## src/rtl/dice_game_ctrl_if.sv

```systemverilog
// Player/die/display bundle for dice_game_ctrl.
//   button          : asynchronous player button, active-high
//   value_a/value_b : die faces, valid 1..6
//   roll            : roll strobe to both die instances
//   sum/point       : last evaluated sum, current point (0 = none)
//   win/lose        : game result flags
//   err             : one-cycle pulse, invalid face sampled
//   busy            : throw in progress (roll, settle, evaluate)
// master = the controller, slave = board/dice/display side.
interface dice_game_ctrl_if;
  logic       button;
  logic [3:0] value_a;
  logic [3:0] value_b;
  logic       roll;
  logic [3:0] sum;
  logic [3:0] point;
  logic       win;
  logic       lose;
  logic       err;
  logic       busy;

  modport master (
    input  button, value_a, value_b,
    output roll, sum, point, win, lose, err, busy
  );

  modport slave (
    output button, value_a, value_b,
    input  roll, sum, point, win, lose, err, busy
  );
endinterface

```

## src/rtl/dice_game_ctrl.sv

```systemverilog
// Craps-style game sequencer for two die instances.
// A synchronised button press starts a throw: roll is held high for at least MIN_ROLL cycles
// (longer while the button is held), then low for SETTLE_CYCLES, then both faces are sampled,
// summed and scored by come-out / point-phase rules.
// Ports:
//   clk_i        : clock, rising edge
//   rst_i        : synchronous active-high reset
//   bus          : dice_game_ctrl_if.master (button, faces in; roll, sum, point, flags out)
//   roll_count_o : completed evaluations since reset, saturating (only with ROLL_COUNT_EN)
// Build option: define ROLL_COUNT_EN to add the roll_count_o port and its counter.
module dice_game_ctrl #(
  parameter int unsigned MIN_ROLL      = 16,
  parameter int unsigned SETTLE_CYCLES = 4
) (
  input  logic             clk_i,
  input  logic             rst_i,
  dice_game_ctrl_if.master bus
`ifdef ROLL_COUNT_EN
  ,
  output logic [7:0]       roll_count_o
`endif
);

  localparam logic [2:0] StIdle   = 3'd0;
  localparam logic [2:0] StRoll   = 3'd1;
  localparam logic [2:0] StSettle = 3'd2;
  localparam logic [2:0] StEval   = 3'd3;
  localparam logic [2:0] StPoint  = 3'd4;
  localparam logic [2:0] StWin    = 3'd5;
  localparam logic [2:0] StLose   = 3'd6;

  // One counter serves both ROLL and SETTLE; it only ever needs to reach max-1.
  localparam int unsigned CntMax = (MIN_ROLL > SETTLE_CYCLES) ? MIN_ROLL : SETTLE_CYCLES;
  localparam int unsigned CntW   = (CntMax > 1) ? $clog2(CntMax) : 1;
  localparam logic [CntW-1:0] RollLast   = CntW'(MIN_ROLL - 1);
  localparam logic [CntW-1:0] SettleLast = CntW'(SETTLE_CYCLES - 1);

  logic [2:0]      state_q, state_d;
  logic [CntW-1:0] cnt_q, cnt_d;
  logic [1:0]      sync_q;
  logic            btn_dly_q;
  logic [3:0]      sum_q, sum_d;
  logic [3:0]      point_q, point_d;
  logic            err_q, err_d;

  logic       btn_s;
  logic       press;
  logic       face_ok;
  logic [4:0] sum5;

  assign btn_s   = sync_q[1];
  assign press   = btn_s & ~btn_dly_q;
  assign face_ok = (bus.value_a != 4'd0) && (bus.value_a <= 4'd6) &&
                   (bus.value_b != 4'd0) && (bus.value_b <= 4'd6);
  assign sum5    = {1'b0, bus.value_a} + {1'b0, bus.value_b};

  always_comb begin
    state_d = state_q;
    cnt_d   = cnt_q;
    sum_d   = sum_q;
    point_d = point_q;
    err_d   = 1'b0;
    case (state_q)
      StIdle, StWin, StLose: begin
        if (press) begin
          state_d = StRoll;
          cnt_d   = '0;
          point_d = 4'd0;  // new game: come-out roll
        end
      end
      StPoint: begin
        if (press) begin
          state_d = StRoll;
          cnt_d   = '0;
        end
      end
      StRoll: begin
        if (cnt_q >= RollLast && !btn_s) begin
          state_d = StSettle;
          cnt_d   = '0;
        end else if (cnt_q < RollLast) begin
          cnt_d = cnt_q + CntW'(1);
        end
      end
      StSettle: begin
        if (cnt_q == SettleLast) begin
          state_d = StEval;
          cnt_d   = '0;
        end else begin
          cnt_d = cnt_q + CntW'(1);
        end
      end
      StEval: begin
        if (!face_ok) begin
          err_d   = 1'b1;
          state_d = (point_q == 4'd0) ? StIdle : StPoint;
        end else begin
          sum_d = sum5[3:0];
          if (point_q == 4'd0) begin
            if (sum5 == 5'd7 || sum5 == 5'd11) begin
              state_d = StWin;
            end else if (sum5 == 5'd2 || sum5 == 5'd3 || sum5 == 5'd12) begin
              state_d = StLose;
            end else begin
              point_d = sum5[3:0];
              state_d = StPoint;
            end
          end else if (sum5[3:0] == point_q) begin
            state_d = StWin;
          end else if (sum5 == 5'd7) begin
            state_d = StLose;
          end else begin
            state_d = StPoint;
          end
        end
      end
      default: state_d = StIdle;
    endcase
  end

  always_ff @(posedge clk_i) begin
    if (rst_i) begin
      state_q   <= StIdle;
      cnt_q     <= '0;
      sync_q    <= 2'b00;
      btn_dly_q <= 1'b0;
      sum_q     <= 4'd0;
      point_q   <= 4'd0;
      err_q     <= 1'b0;
    end else begin
      state_q   <= state_d;
      cnt_q     <= cnt_d;
      sync_q    <= {sync_q[0], bus.button};
      btn_dly_q <= btn_s;
      sum_q     <= sum_d;
      point_q   <= point_d;
      err_q     <= err_d;
    end
  end

  // win/lose are decoded from registered state, so they change on the EVAL exit edge.
  assign bus.roll  = (state_q == StRoll);
  assign bus.busy  = (state_q == StRoll) || (state_q == StSettle) || (state_q == StEval);
  assign bus.win   = (state_q == StWin);
  assign bus.lose  = (state_q == StLose);
  assign bus.sum   = sum_q;
  assign bus.point = point_q;
  assign bus.err   = err_q;

`ifdef ROLL_COUNT_EN
  logic [7:0] rc_q;

  // Counts every evaluation, valid or not; only reset clears it.
  always_ff @(posedge clk_i) begin
    if (rst_i) begin
      rc_q <= 8'd0;
    end else if (state_q == StEval && rc_q != 8'hFF) begin
      rc_q <= rc_q + 8'd1;
    end
  end

  assign roll_count_o = rc_q;
`endif

endmodule

```

## src/flat_wrapper.sv

```systemverilog
// flat-port wrapper written by rule: the top's interface ports become plain ports
module dice_game_ctrl_flat 
#(
  parameter int unsigned MIN_ROLL      = 16,
  parameter int unsigned SETTLE_CYCLES = 4
)
  (clk_i, rst_i, bus_button, bus_value_a, bus_value_b, bus_roll, bus_sum, bus_point, bus_win, bus_lose, bus_err, bus_busy);
  dice_game_ctrl_if bus_i ();
  input  logic clk_i;
  input  logic rst_i;
  input wire logic [$bits(bus_i.button)-1:0] bus_button;
  input wire logic [$bits(bus_i.value_a)-1:0] bus_value_a;
  input wire logic [$bits(bus_i.value_b)-1:0] bus_value_b;
  output wire logic [$bits(bus_i.roll)-1:0] bus_roll;
  output wire logic [$bits(bus_i.sum)-1:0] bus_sum;
  output wire logic [$bits(bus_i.point)-1:0] bus_point;
  output wire logic [$bits(bus_i.win)-1:0] bus_win;
  output wire logic [$bits(bus_i.lose)-1:0] bus_lose;
  output wire logic [$bits(bus_i.err)-1:0] bus_err;
  output wire logic [$bits(bus_i.busy)-1:0] bus_busy;
  assign bus_i.button = bus_button;
  assign bus_i.value_a = bus_value_a;
  assign bus_i.value_b = bus_value_b;
  assign bus_roll = bus_i.roll;
  assign bus_sum = bus_i.sum;
  assign bus_point = bus_i.point;
  assign bus_win = bus_i.win;
  assign bus_lose = bus_i.lose;
  assign bus_err = bus_i.err;
  assign bus_busy = bus_i.busy;
  dice_game_ctrl #(.MIN_ROLL(MIN_ROLL), .SETTLE_CYCLES(SETTLE_CYCLES)) u_core (.clk_i(clk_i), .rst_i(rst_i), .bus(bus_i));
endmodule
```

## config.mk

```make
export PLATFORM = sky130hd
export DESIGN_NAME = dice_game_ctrl_flat
export DESIGN_NICKNAME = d
export VERILOG_FILES = /design/src/rtl/dice_game_ctrl_if.sv /design/src/rtl/dice_game_ctrl.sv /design/src/flat_wrapper.sv
export SDC_FILE = /design/constraint.sdc
export NUM_CORES = 1
export LEC_CHECK = 0
export ABC_AREA = 1
export BUFFER_PORTS_ARGS = -buffer_cell sky130_fd_sc_hd__buf_2
export CORE_MARGIN = 1.5
export CORE_UTILIZATION = 55
export CTS_CLUSTER_DIAMETER = 60
export DETAILED_ROUTE_END_ITERATION = 10
export GPL_TIMING_DRIVEN = 0
export HOLD_SLACK_MARGIN = 0.05
export PLACE_DENSITY = 0.9
export SLEW_MARGIN = 20
export SYNTH_ARGS = -nofsm -noshare
export SYNTH_HDL_FRONTEND = slang
export SYNTH_SLANG_ARGS = --single-unit
```

## constraint.sdc

```tcl
create_clock -name clk_i -period 2.5 [get_ports clk_i]
set_clock_uncertainty 0.1 [all_clocks]
set_input_delay 0.125 -clock clk_i [delete_from_list [all_inputs] [get_ports clk_i]]
set_output_delay 0.125 -clock clk_i [all_outputs]
set_load 0.02 [all_outputs]
```

==> reports/metrics.yaml <==
setup_path:
  rr_startpoint: "u_core.state_q[1]"
  timing.rr.end: "u_core.bus.point[2]"
  cp_max_fo: 6
  crit_arrival_ns: 1.96
  regToRegSetupSlack_ns: 0.79
  path_common_cell: "nand2_1"
  critPathTopFamily: "adder cells"
  cp-start-kind: "input port"
  crit_required_ns: 2.60
  critPathBufInv: 1
  end_kind: "register"
  critPathMaxStageDelay_ns: 0.67
  crit_path_top_delay_cell: "fa_1"
  cp_cell_sequence: "buf_2 > ha_1 > fa_1 > xnor2_1 > nand2_1 > nor2_1 > nand3_1 > nand2_1 > nand2_1 > nand3_1 > nand2_1 > nand2_1 > a21oi_2"
  ff2ff_path_depth: 8
  crit_type: "input port to register"
sta:
  grt_setup_unrepaired: "no"
  hold_slack_ns: 0.200
  worstMarginPinSlew_ns: 0.416
  max_freq_mhz: 536
  finalCriticalPeriod_ns: 1.87
  hold_viol: 0
  maxSlewHeadroom_pct: 72.3
  setup_tns_ns: 0
  fin_crit_sh_pct: 74.7
  slew_violations: 0
  setup_viol: 0
placement:
  gp_congestion: 0.868
  hpwlAfterDp_um: 2140
  port_buffers: 23
power:
  leakage_nw: 0.759
  vdd_ir_drop_max_v: 0.000395
  power_density_mw_per_mm2: 598
cts:
  cts_tree: "done"
  ctsResizeCount: 0
  path_clk_slew_ns: 0.11
  clock_sinks: 19
  htreeDepth: 1
  cts-root-buf: "clkbuf_4"
  cts_made_buffers: 3
  clockBufferDepth: 2
  clk_latency_ns: 0.29
drt:
  ant_nets: 0
  wl_per_cell_um: 10.5
  firstDrtPassIters: 6
  route.detailed.drc: 0
  drt_iter0_markers: 32
  wirelength_um: 2700
  via_count: 1317
  viasPerCell: 5.10
min_path:
  worstHoldEndpoint: "u_core.bus.err"
  hold_path.startpoint: "bus_value_a[0]"
  min_path_type: "input port to register"
  hold_path_depth: 5
logic_synthesis:
  syn_area_mm2: 0.00133
  synth-seq-cells: 19
  syn_avg_cell_area_um2: 6.61
  synth_fp_nets: 218
  ys_seq_area_share_pct: 28.6
  synth-xor-area-share_pct: 1.32
  synth_cell_types: 30
  synth_compound_area_share_pct: 10.4
  synthMuxAreaShare_pct: 0
  synth_cells: 201
  synth_top_family_by_area: "simple AND/OR/NAND/NOR gates"
  yosys.area_share.simple_pct: 44.4
  synth-adder-area-share_pct: 6.21
  yosysWarnings: 0
floorplan:
  pin_count: 24
  start_util_pct: 58.9
  fp.dieH_um: 52.2
  die_w_um: 52.2
  core_area_mm2: 0.00225
  die-area_mm2: 0.00272
  num_rows: 17
cells_and_area:
  drive_gt1_share_pct: 20.9
  final_core_util_pct: 67.6
  num_antenna_cells: 0
  nNetsFinal: 248
  syn2layout_area_growth_pct: 14.8
global_routing:
  overflow: 0
  grt_usage_pct: 22.5
  antenna_found_initial: 0
  grt_pass1_wl_um: 4670
  grt_pass1_vias: 1223
  grt_max_degree: 11
run:
  cap_violations: 0
run_status:
  status: "finished clean"
-- flip-flops by register name, indices dropped and copies added, names as in the netlist --
register / count
u_core.bus.sum: 4
u_core.bus.point: 4
u_core.sync_q: 2
u_core.cnt_q: 4
u_core.btn_dly_q: 1
u_core.bus.err: 1
u_core.state_q: 3
-- metrics by stage --
stage	setup WS, ns	total power, mW	cell area, um2	std cells
floorplan	0.661	0.669	1330	201
global placement	0.374	0.748	1480	252
detailed placement	0.340	0.759	1480	252
CTS	0.642	0.913	1530	258
global route	0.501	0.985	1530	258
finish	0.633	0.912	1530	258
-- worst min-delay path: cells and delay by family --
kind | cells | cell delay, ns
buf+inv | 1 | 0.11
simple gates | 4 | 0.32
-- cell usage after synthesis, drive strengths merged --
cell type | n | share of area (%)
nand2 | 51 | 16
nor2 | 32 | 9.8
inv | 31 | 8.8
nand3 | 23 | 9.8
dfxtp | 19 | 29
a21oi | 17 | 7.0
nor3 | 6 | 2.6
ha | 5 | 4.7
nand3b | 3 | 2.6
o21ai | 3 | 1.1
nand4 | 2 | 1.4
xnor2 | 2 | 1.3
a211oi | 1 | 0.57
a21o | 1 | 0.57
clkbuf | 1 | 0.28
fa | 1 | 1.5
nor4 | 1 | 1.6
o21a | 1 | 1.1
or3 | 1 | 0.47
-- kinds of logic after synthesis --
family          after synthesis
flops                        19
xor+xnor                      2
buf+inv                      32
fa+ha+maj                     6
compound gates               23
simple gates                119
-- worst max-delay path by stage --
stage                    from                  end  slack [ns]  cells after the start
5_1_grt        bus_value_b[0]  u_core.bus.point[1]        0.50                     14
3_3_place_gp   bus_value_b[0]  u_core.bus.point[2]        0.37                     14
6_report       bus_value_b[0]    u_core.state_q[1]        0.63                     13
4_1_cts        bus_value_b[0]    u_core.state_q[1]        0.64                     13
2_1_floorplan  bus_value_b[0]  u_core.bus.point[2]        0.66                     13
3_5_place_dp   bus_value_b[0]  u_core.bus.point[1]        0.34                     14
-- cells in the final DEF (no fill, tap or decap), types with 3 or more instances in the layout --
| cell | n |
|---|---|
| nand2_2 | 6 |
| dfxtp_1 | 19 |
| inv_1 | 28 |
| ha_1 | 5 |
| nor3_1 | 5 |
| buf_2 | 23 |
| a21oi_1 | 15 |
| nand2_1 | 44 |
| nand3_1 | 20 |
| clkbuf_4 | 3 |
| nand3_2 | 3 |
| nor2_1 | 30 |
| inv_2 | 3 |
-- power breakdown --
group          leakage, nW  total, mW  switching, mW  internal, mW
Sequential           0.154      0.358         0.0290         0.329
Clock               0.0150      0.153         0.0913        0.0620
Combinational        0.590      0.400          0.260         0.140
-- layer usage --
metal | share of wire, % | track usage, % | up-vias | wire [um]
li1 | - | - | 703 | -
met3 | 5.6 | 4.31 | 6 | 150
met4 | 1.9 | 7.69 | 0 | 51
met1 | 47 | 27.4 | 573 | 1270
met5 | 0 | 0 | - | 0
met2 | 46 | 39.5 | 35 | 1230
-- timing repair --
item,CTS,global route
hold buffers,2,0
endpoints found under the hold margin,5,0
setup buffers,0,0
-- final cells by class --
type	count	area, um2
fill	216	729
buffer	1	3.75
sequential	19	380
timing repair buffer	25	135
tap	28	35.0
inverter	31	116
multi-input combinational	150	828
clock buffer	4	26.3
No activity file was read; power rests on OpenSTA's default activity.
